`src/rtl/paint_ctrl_pkg.sv`:
```
// Shared video definitions: coordinate/address/colour widths, controller states
// and the direction-button payload.
package paint_ctrl_pkg;

  localparam int unsigned COORD_W = 8;
  localparam int unsigned ADDR_W  = 16;
  localparam int unsigned RGB_W   = 12;
  localparam int unsigned TIMER_W = 32;

  localparam logic [COORD_W-1:0] CENTER = COORD_W'(128);

  typedef enum logic [1:0] {
    ST_IDLE,
    ST_HOLD,
    ST_REPEAT,
    ST_CLEAR
  } state_t;

  typedef struct packed {
    logic up;
    logic down;
    logic left;
    logic right;
  } dir_t;

  // One axis of a cursor step; opposing buttons cancel, wrap is modulo 2^COORD_W.
  function automatic logic [COORD_W-1:0] step_axis(input logic [COORD_W-1:0] v,
                                                   input logic dec,
                                                   input logic inc);
    if (dec && !inc) return v - COORD_W'(1);
    if (inc && !dec) return v + COORD_W'(1);
    return v;
  endfunction

endpackage

```
`src/rtl/paint_ctrl_key.sv`:
```
// Press / hold / auto-repeat timing for the direction buttons; emits a one-cycle
// step pulse together with the buttons sampled at that step.
module key_repeat
  import paint_ctrl_pkg::*;
#(
  parameter int unsigned HOLD_DELAY    = 50_000_000,
  parameter int unsigned REPEAT_PERIOD = 10_000_000
) (
  input  logic       clk,
  input  logic       rst,
  input  logic       block,
  input  logic [3:0] dir,
  output logic       step,
  output dir_t       step_dir
);

  state_t             state;
  logic [3:0]         dir_prev;
  logic [TIMER_W-1:0] timer;
  logic               held;

  assign held = |dir;

  // While blocked the edge detector keeps tracking, so a button held across
  // the block needs a release before it can step again.
  always_ff @(posedge clk) begin
    if (rst) begin
      state    <= ST_IDLE;
      timer    <= '0;
      step     <= 1'b0;
      step_dir <= '0;
      dir_prev <= '0;
    end else begin
      dir_prev <= dir;
      step     <= 1'b0;
      if (block) begin
        state <= ST_IDLE;
        timer <= '0;
      end else begin
        case (state)
          ST_IDLE: begin
            if (held && dir_prev == 4'b0000) begin
              step     <= 1'b1;
              step_dir <= dir_t'(dir);
              state    <= ST_HOLD;
              timer    <= TIMER_W'(1);
            end
          end
          ST_HOLD: begin
            if (!held) begin
              state <= ST_IDLE;
              timer <= '0;
            end else if (timer == TIMER_W'(HOLD_DELAY)) begin
              step     <= 1'b1;
              step_dir <= dir_t'(dir);
              state    <= ST_REPEAT;
              timer    <= TIMER_W'(1);
            end else begin
              timer <= timer + TIMER_W'(1);
            end
          end
          ST_REPEAT: begin
            if (!held) begin
              state <= ST_IDLE;
              timer <= '0;
            end else if (timer == TIMER_W'(REPEAT_PERIOD)) begin
              step     <= 1'b1;
              step_dir <= dir_t'(dir);
              timer    <= TIMER_W'(1);
            end else begin
              timer <= timer + TIMER_W'(1);
            end
          end
          default: begin
            state <= ST_IDLE;
            timer <= '0;
          end
        endcase
      end
    end
  end

endmodule

```
`src/rtl/paint_ctrl.sv`:
```
// Cursor/pen controller for a 256x256 frame buffer: moves the cursor from the
// buttons, writes pen pixels, and sweeps the whole frame to BG_COLOR on clear.
module paint_ctrl
  import paint_ctrl_pkg::*;
#(
  parameter int unsigned      HOLD_DELAY    = 50_000_000,
  parameter int unsigned      REPEAT_PERIOD = 10_000_000,
  parameter logic [RGB_W-1:0] BG_COLOR      = 12'h000
) (
  input  logic               clk,
  input  logic               rst,
  input  logic [3:0]         dir,
  input  logic               draw,
  input  logic               clear,
  input  logic [RGB_W-1:0]   pen_rgb,
  output logic [COORD_W-1:0] x,
  output logic [COORD_W-1:0] y,
  output logic               we,
  output logic [ADDR_W-1:0]  waddr,
  output logic [RGB_W-1:0]   wdata,
  output logic               busy
);

  state_t             state;
  logic               step;
  dir_t               step_dir;
  logic               kr_block;
  logic               draw_prev;
  logic               moved;
  logic               pen_write;
  logic [COORD_W-1:0] nx;
  logic [COORD_W-1:0] ny;

  assign kr_block  = clear || (state == ST_CLEAR);
  assign nx        = step_axis(x, step_dir.left, step_dir.right);
  assign ny        = step_axis(y, step_dir.up, step_dir.down);
  assign pen_write = draw && (moved || !draw_prev);

  key_repeat #(
    .HOLD_DELAY   (HOLD_DELAY),
    .REPEAT_PERIOD(REPEAT_PERIOD)
  ) u_key_repeat (
    .clk     (clk),
    .rst     (rst),
    .block   (kr_block),
    .dir     (dir),
    .step    (step),
    .step_dir(step_dir)
  );

  // Pen writes land one cycle after the cursor moves, so waddr is always the
  // registered {y,x} that the display unit already sees.
  always_ff @(posedge clk) begin
    if (rst) begin
      state     <= ST_IDLE;
      x         <= CENTER;
      y         <= CENTER;
      we        <= 1'b0;
      waddr     <= '0;
      wdata     <= '0;
      busy      <= 1'b0;
      draw_prev <= 1'b0;
      moved     <= 1'b0;
    end else begin
      draw_prev <= draw;
      if (state == ST_CLEAR) begin
        if (&waddr) begin
          state <= ST_IDLE;
          we    <= 1'b0;
          busy  <= 1'b0;
        end else begin
          waddr <= waddr + ADDR_W'(1);
        end
      end else if (clear) begin
        state <= ST_CLEAR;
        busy  <= 1'b1;
        we    <= 1'b1;
        waddr <= '0;
        wdata <= BG_COLOR;
        moved <= 1'b0;
      end else begin
        moved <= step && ((nx != x) || (ny != y));
        if (step) begin
          x <= nx;
          y <= ny;
        end
        we <= pen_write;
        if (pen_write) begin
          waddr <= {y, x};
          wdata <= pen_rgb;
        end
      end
    end
  end

endmodule

```
`config.mk`:
```
export PLATFORM = sky130hd
export DESIGN_NAME = paint_ctrl
export DESIGN_NICKNAME = d
export VERILOG_FILES = /design/src/rtl/paint_ctrl_pkg.sv /design/src/rtl/paint_ctrl_key.sv /design/src/rtl/paint_ctrl.sv
export SDC_FILE = /design/constraint.sdc
export NUM_CORES = 1
export LEC_CHECK = 0
export BUFFER_PORTS_ARGS = -buffer_cell sky130_fd_sc_hd__buf_2
export CAP_MARGIN = 20
export CORE_MARGIN = 3
export CORE_UTILIZATION = 35
export CTS_BUF_LIST = sky130_fd_sc_hd__clkbuf_16
export CTS_CLUSTER_DIAMETER = 60
export DETAILED_ROUTE_END_ITERATION = 12
export PLACE_DENSITY_LB_ADDON = 0.3
export SLEW_MARGIN = 0
export SYNTH_ARGS = -nofsm -noshare
export SYNTH_HDL_FRONTEND = slang
export SYNTH_HIERARCHICAL = 1
export SYNTH_SLANG_ARGS = --single-unit
```
`constraint.sdc`:
```
create_clock -name clk -period 2.45 [get_ports clk]
set_input_delay 0.49 -clock clk [delete_from_list [all_inputs] [get_ports clk]]
set_output_delay 0.49 -clock clk [all_outputs]
set_load 0.01 [all_outputs]
```
==> reports/results.txt <==
largest family of logic cells by synthesized area: simple AND/OR/NAND/NOR gates
syn avg cell area: 8.40 um^2
CTS Sinks: 91
Max H-tree Level: 3
Tmin final: 2.46 ns
post-synthesis simple-gate area fraction: 29.8%
vias per inst: 5.62
Multi-input gate area: 2980 um^2
Final #Nets: 716
fin. max-slew vios: 0
final wirelength: 13.5 mm
cells after synthesis: 602
critical path endpoint: u_key_repeat/timer[10]$_SDFFE_PP0P_
Worst R2R End: u_key_repeat/timer[10]$_SDFFE_PP0P_
Post-synth EDFFs: 0
Initial DRT Pass Iterations: 5
worst slack at placement: -0.00760 ns
CP Launch Point: u_key_repeat/timer[25]$_SDFFE_PP0P_
CTS clk-pin slew, worst paths: 0.07 ns
CTS Buf Count: 9
status: complete, but fails checks
global-route wire length before repair: 22.2 mm
CTS tree: done
vias in the first global route: 4459
CP Max Fanout: 20
WL per Instance: 15.5 um
initial antenna violation count: 0
normalized max-slew margin: 56.1%
Std-Cell Core Area: 14000 um^2
most frequent cell after synthesis: dfxtp_1
port buffer count: 65
Post-synth top cells: dfxtp_1, nor2_1, nand2_1
Mapped Nets: 634
Setup TNS: -0.0369 ns
Detail Route Antenna Nets: 0
largest net degree at the start of global routing: 56
I/O pin count: 66
classification of the worst-slack hold path: in2reg
Clock Tree Buf Depth: 2
Sequential cell area: 1830 um^2
r2r setup slk: -0.01 ns
Synth async-reset ratio: 0%
commonest register cell after synthesis: dfxtp_1
layout cell share with drive strength beyond 1: 21.6%
crit start category: register
gr usage total: 16.7%
post-synthesis mux area share: 1.39%
Netlist Area Pre-Place: 5060 um^2
Residual DRC: 0
#FFs+latches synth: 91
fin crit share: 101%
Worst R2R Start: u_key_repeat/timer[25]$_SDFFE_PP0P_
cell taking the most area after synthesis: dfxtp_1
Slowest cell on crit path: or4_4
hold_buf cts: 0
starting density of the core: 36.1%
peak supply drop: 0.000373 V
RSZ-0062 raised after global routing: yes
detailed placement HPWL: 9.71 mm
clk_lat worst skew: 0.34 ns
leakage: 2.26 nW
WHS Path Cells: 2
grt total ovfl: 0
xor-xnor portion of the synthesized cell area: 4.33%
width of the die: 126 um
post-synthesis adder-cell area fraction: 2.97%
Worst Setup End Kind: register
final hold violations: 0
Post-DP Area: 5700 um^2
die area: 15900 um^2
Max-Cap Viols: 0
Fillers: 1421
Design Area, Final: 6020 um^2
Final setup violation count: 4
pwr dens: 541 nW/um^2
Synth top area share: 36.0%
failing checks: setup timing
post-synthesis compound-gate area fraction: 19.7%
CP peak stage delay: 0.55 ns
Required @ worst endpoint: 2.69 ns
Layout Skew: 0.00790 ns
Netlist cell types: 74
Die Ht: 126 um
final setup margin: -0.0125 ns
Rows: 43
CTS root buf: clkbuf_16
Peak Freq: 406 MHz
post-synthesis sequential area ratio: 36.0%
Slew @ Worst Pin: 0.658 ns
worst r2r path cells: 7
routability congestion estimate: 0.912
Setup CP Type: reg2reg
detailed router's first-iteration violation count: 309
vias post-DR: 4888
Worst Path Arrival: 2.70 ns
# diodes: 0
yosys warns: 6
Area contributors post-synth: dfxtp_1, nor2_1, nand2_1, xnor2_1, ha_1
crit-path cells: or4b_4 -> or4_4 -> o31ai_4 -> a21o_2 -> buf_12 -> o31ai_1 -> a31o_1
Synth-to-Final Area Change: 19.1%
## critical path: cells and delay by family (launching register included)
family / cells / cell delay (ns)
buffers and inverters: 1 / 0.15
DFF: 1 / 0.31
AOI/OAI and AO/OA: 4 / 0.81
and+or+nand+nor: 2 / 1.08
## layout make-up
type                    count  share of cell area (%)
repair buffers             99                    10.1
multi-input cells         456                    49.4
clock inverters             7                    1.02
flip-flops and latches     91                    30.3
inverters                  27                    1.68
clock buffers               9                    3.74
well taps                 180                    3.74
## layer usage
| metal | up-vias | GRT usage, % | wire [um] |
|---|---|---|---|
| met5 | - | 0 | 0 |
| met4 | 0 | 7.19 | 306 |
| met3 | 26 | 2.63 | 720 |
| met2 | 158 | 26.1 | 6080 |
| met1 | 2323 | 22.8 | 6340 |
| li1 | 2381 | - | - |
## stage by stage
| stage | utilization, % | total power, mW | cells | hold slack, ns |
|---|---|---|---|---|
| floorplan | - | 1.80 | 602 | 0.437 |
| global placement | 40.7 | 1.90 | 853 | 0.478 |
| detailed placement | 40.7 | 1.91 | 853 | 0.478 |
| CTS | 42.8 | 3.28 | 869 | 0.368 |
| global route | 43.0 | 3.39 | 869 | 0.385 |
| finish | 43.0 | 3.26 | 869 | 0.375 |
## kinds of logic (layout without fill, tap and decap cells)
logic type	after synthesis	in the layout
mux	7	7
flops	91	91
buf+inv	55	142
simple gates	273	273
compound gates	139	139
xor+xnor	25	25
fa+ha+maj	12	12
## how the worst min path moves through the flow
| stage | startpoint | to | slack [ns] |
|---|---|---|---|
| finish | draw | draw_prev$_SDFF_PP0_ | 0.38 |
| global placement | moved$_SDFFE_PP0N_ | moved$_SDFFE_PP0N_ | 0.48 |
| CTS | draw | draw_prev$_SDFF_PP0_ | 0.37 |
| detailed placement | moved$_SDFFE_PP0N_ | moved$_SDFFE_PP0N_ | 0.48 |
| floorplan | moved$_SDFFE_PP0N_ | moved$_SDFFE_PP0N_ | 0.44 |
| global route | pen_rgb[1] | wdata[1]$_SDFFE_PP0P_ | 0.38 |
## placed cells by master (no fill, tap or decap), types with 10 or more instances in the layout
| cell | netlist | layout |
|---|---|---|
| dfxtp_1 | 91 | 88 |
| nor2_1 | 72 | 72 |
| buf_2 | 3 | 65 |
| nand2_1 | 44 | 44 |
| buf_4 | 1 | 32 |
| inv_1 | 27 | 29 |
| a21oi_1 | 28 | 26 |
| nand3_1 | 24 | 24 |
| o21ai_0 | 25 | 23 |
| nand4_1 | 21 | 21 |
| nor3_1 | 19 | 19 |
| xnor2_1 | 18 | 18 |
| a22oi_1 | 17 | 16 |
| or3_1 | 14 | 14 |
| ha_1 | 12 | 12 |
| nor2b_1 | 10 | 10 |
| and3_1 | 10 | 10 |
| a211oi_1 | 10 | 10 |
## flip-flops by register name, summed over array words and instances, names as in the netlist
| name | cells |
|---|---|
| u_key_repeat/timer | 32 |
| waddr | 16 |
| wdata | 12 |
| x | 8 |
| y | 8 |
| u_key_repeat/dir_prev | 4 |
| u_key_repeat/step_dir | 4 |
| u_key_repeat/state | 2 |
| draw_prev | 1 |
| moved | 1 |
| state | 1 |
| u_key_repeat/step | 1 |
| we | 1 |
## report_power, final
part           switching [mW]  total, mW  internal, mW
sequential             0.0388       1.55          1.51
combinational           0.201      0.330         0.129
clock                   0.595       1.37         0.779
## timing repair
| item | in CTS | in global routing |
|---|---|---|
| hold endpoints to repair | 0 | 0 |
| buffers inserted | 0 | 0 |
| pin swaps | 0 | 6 |
| gates resized for setup | 1 | 11 |
| setup endpoints to repair | 6 | 33 |
Power figures use the tool's default switching activity.
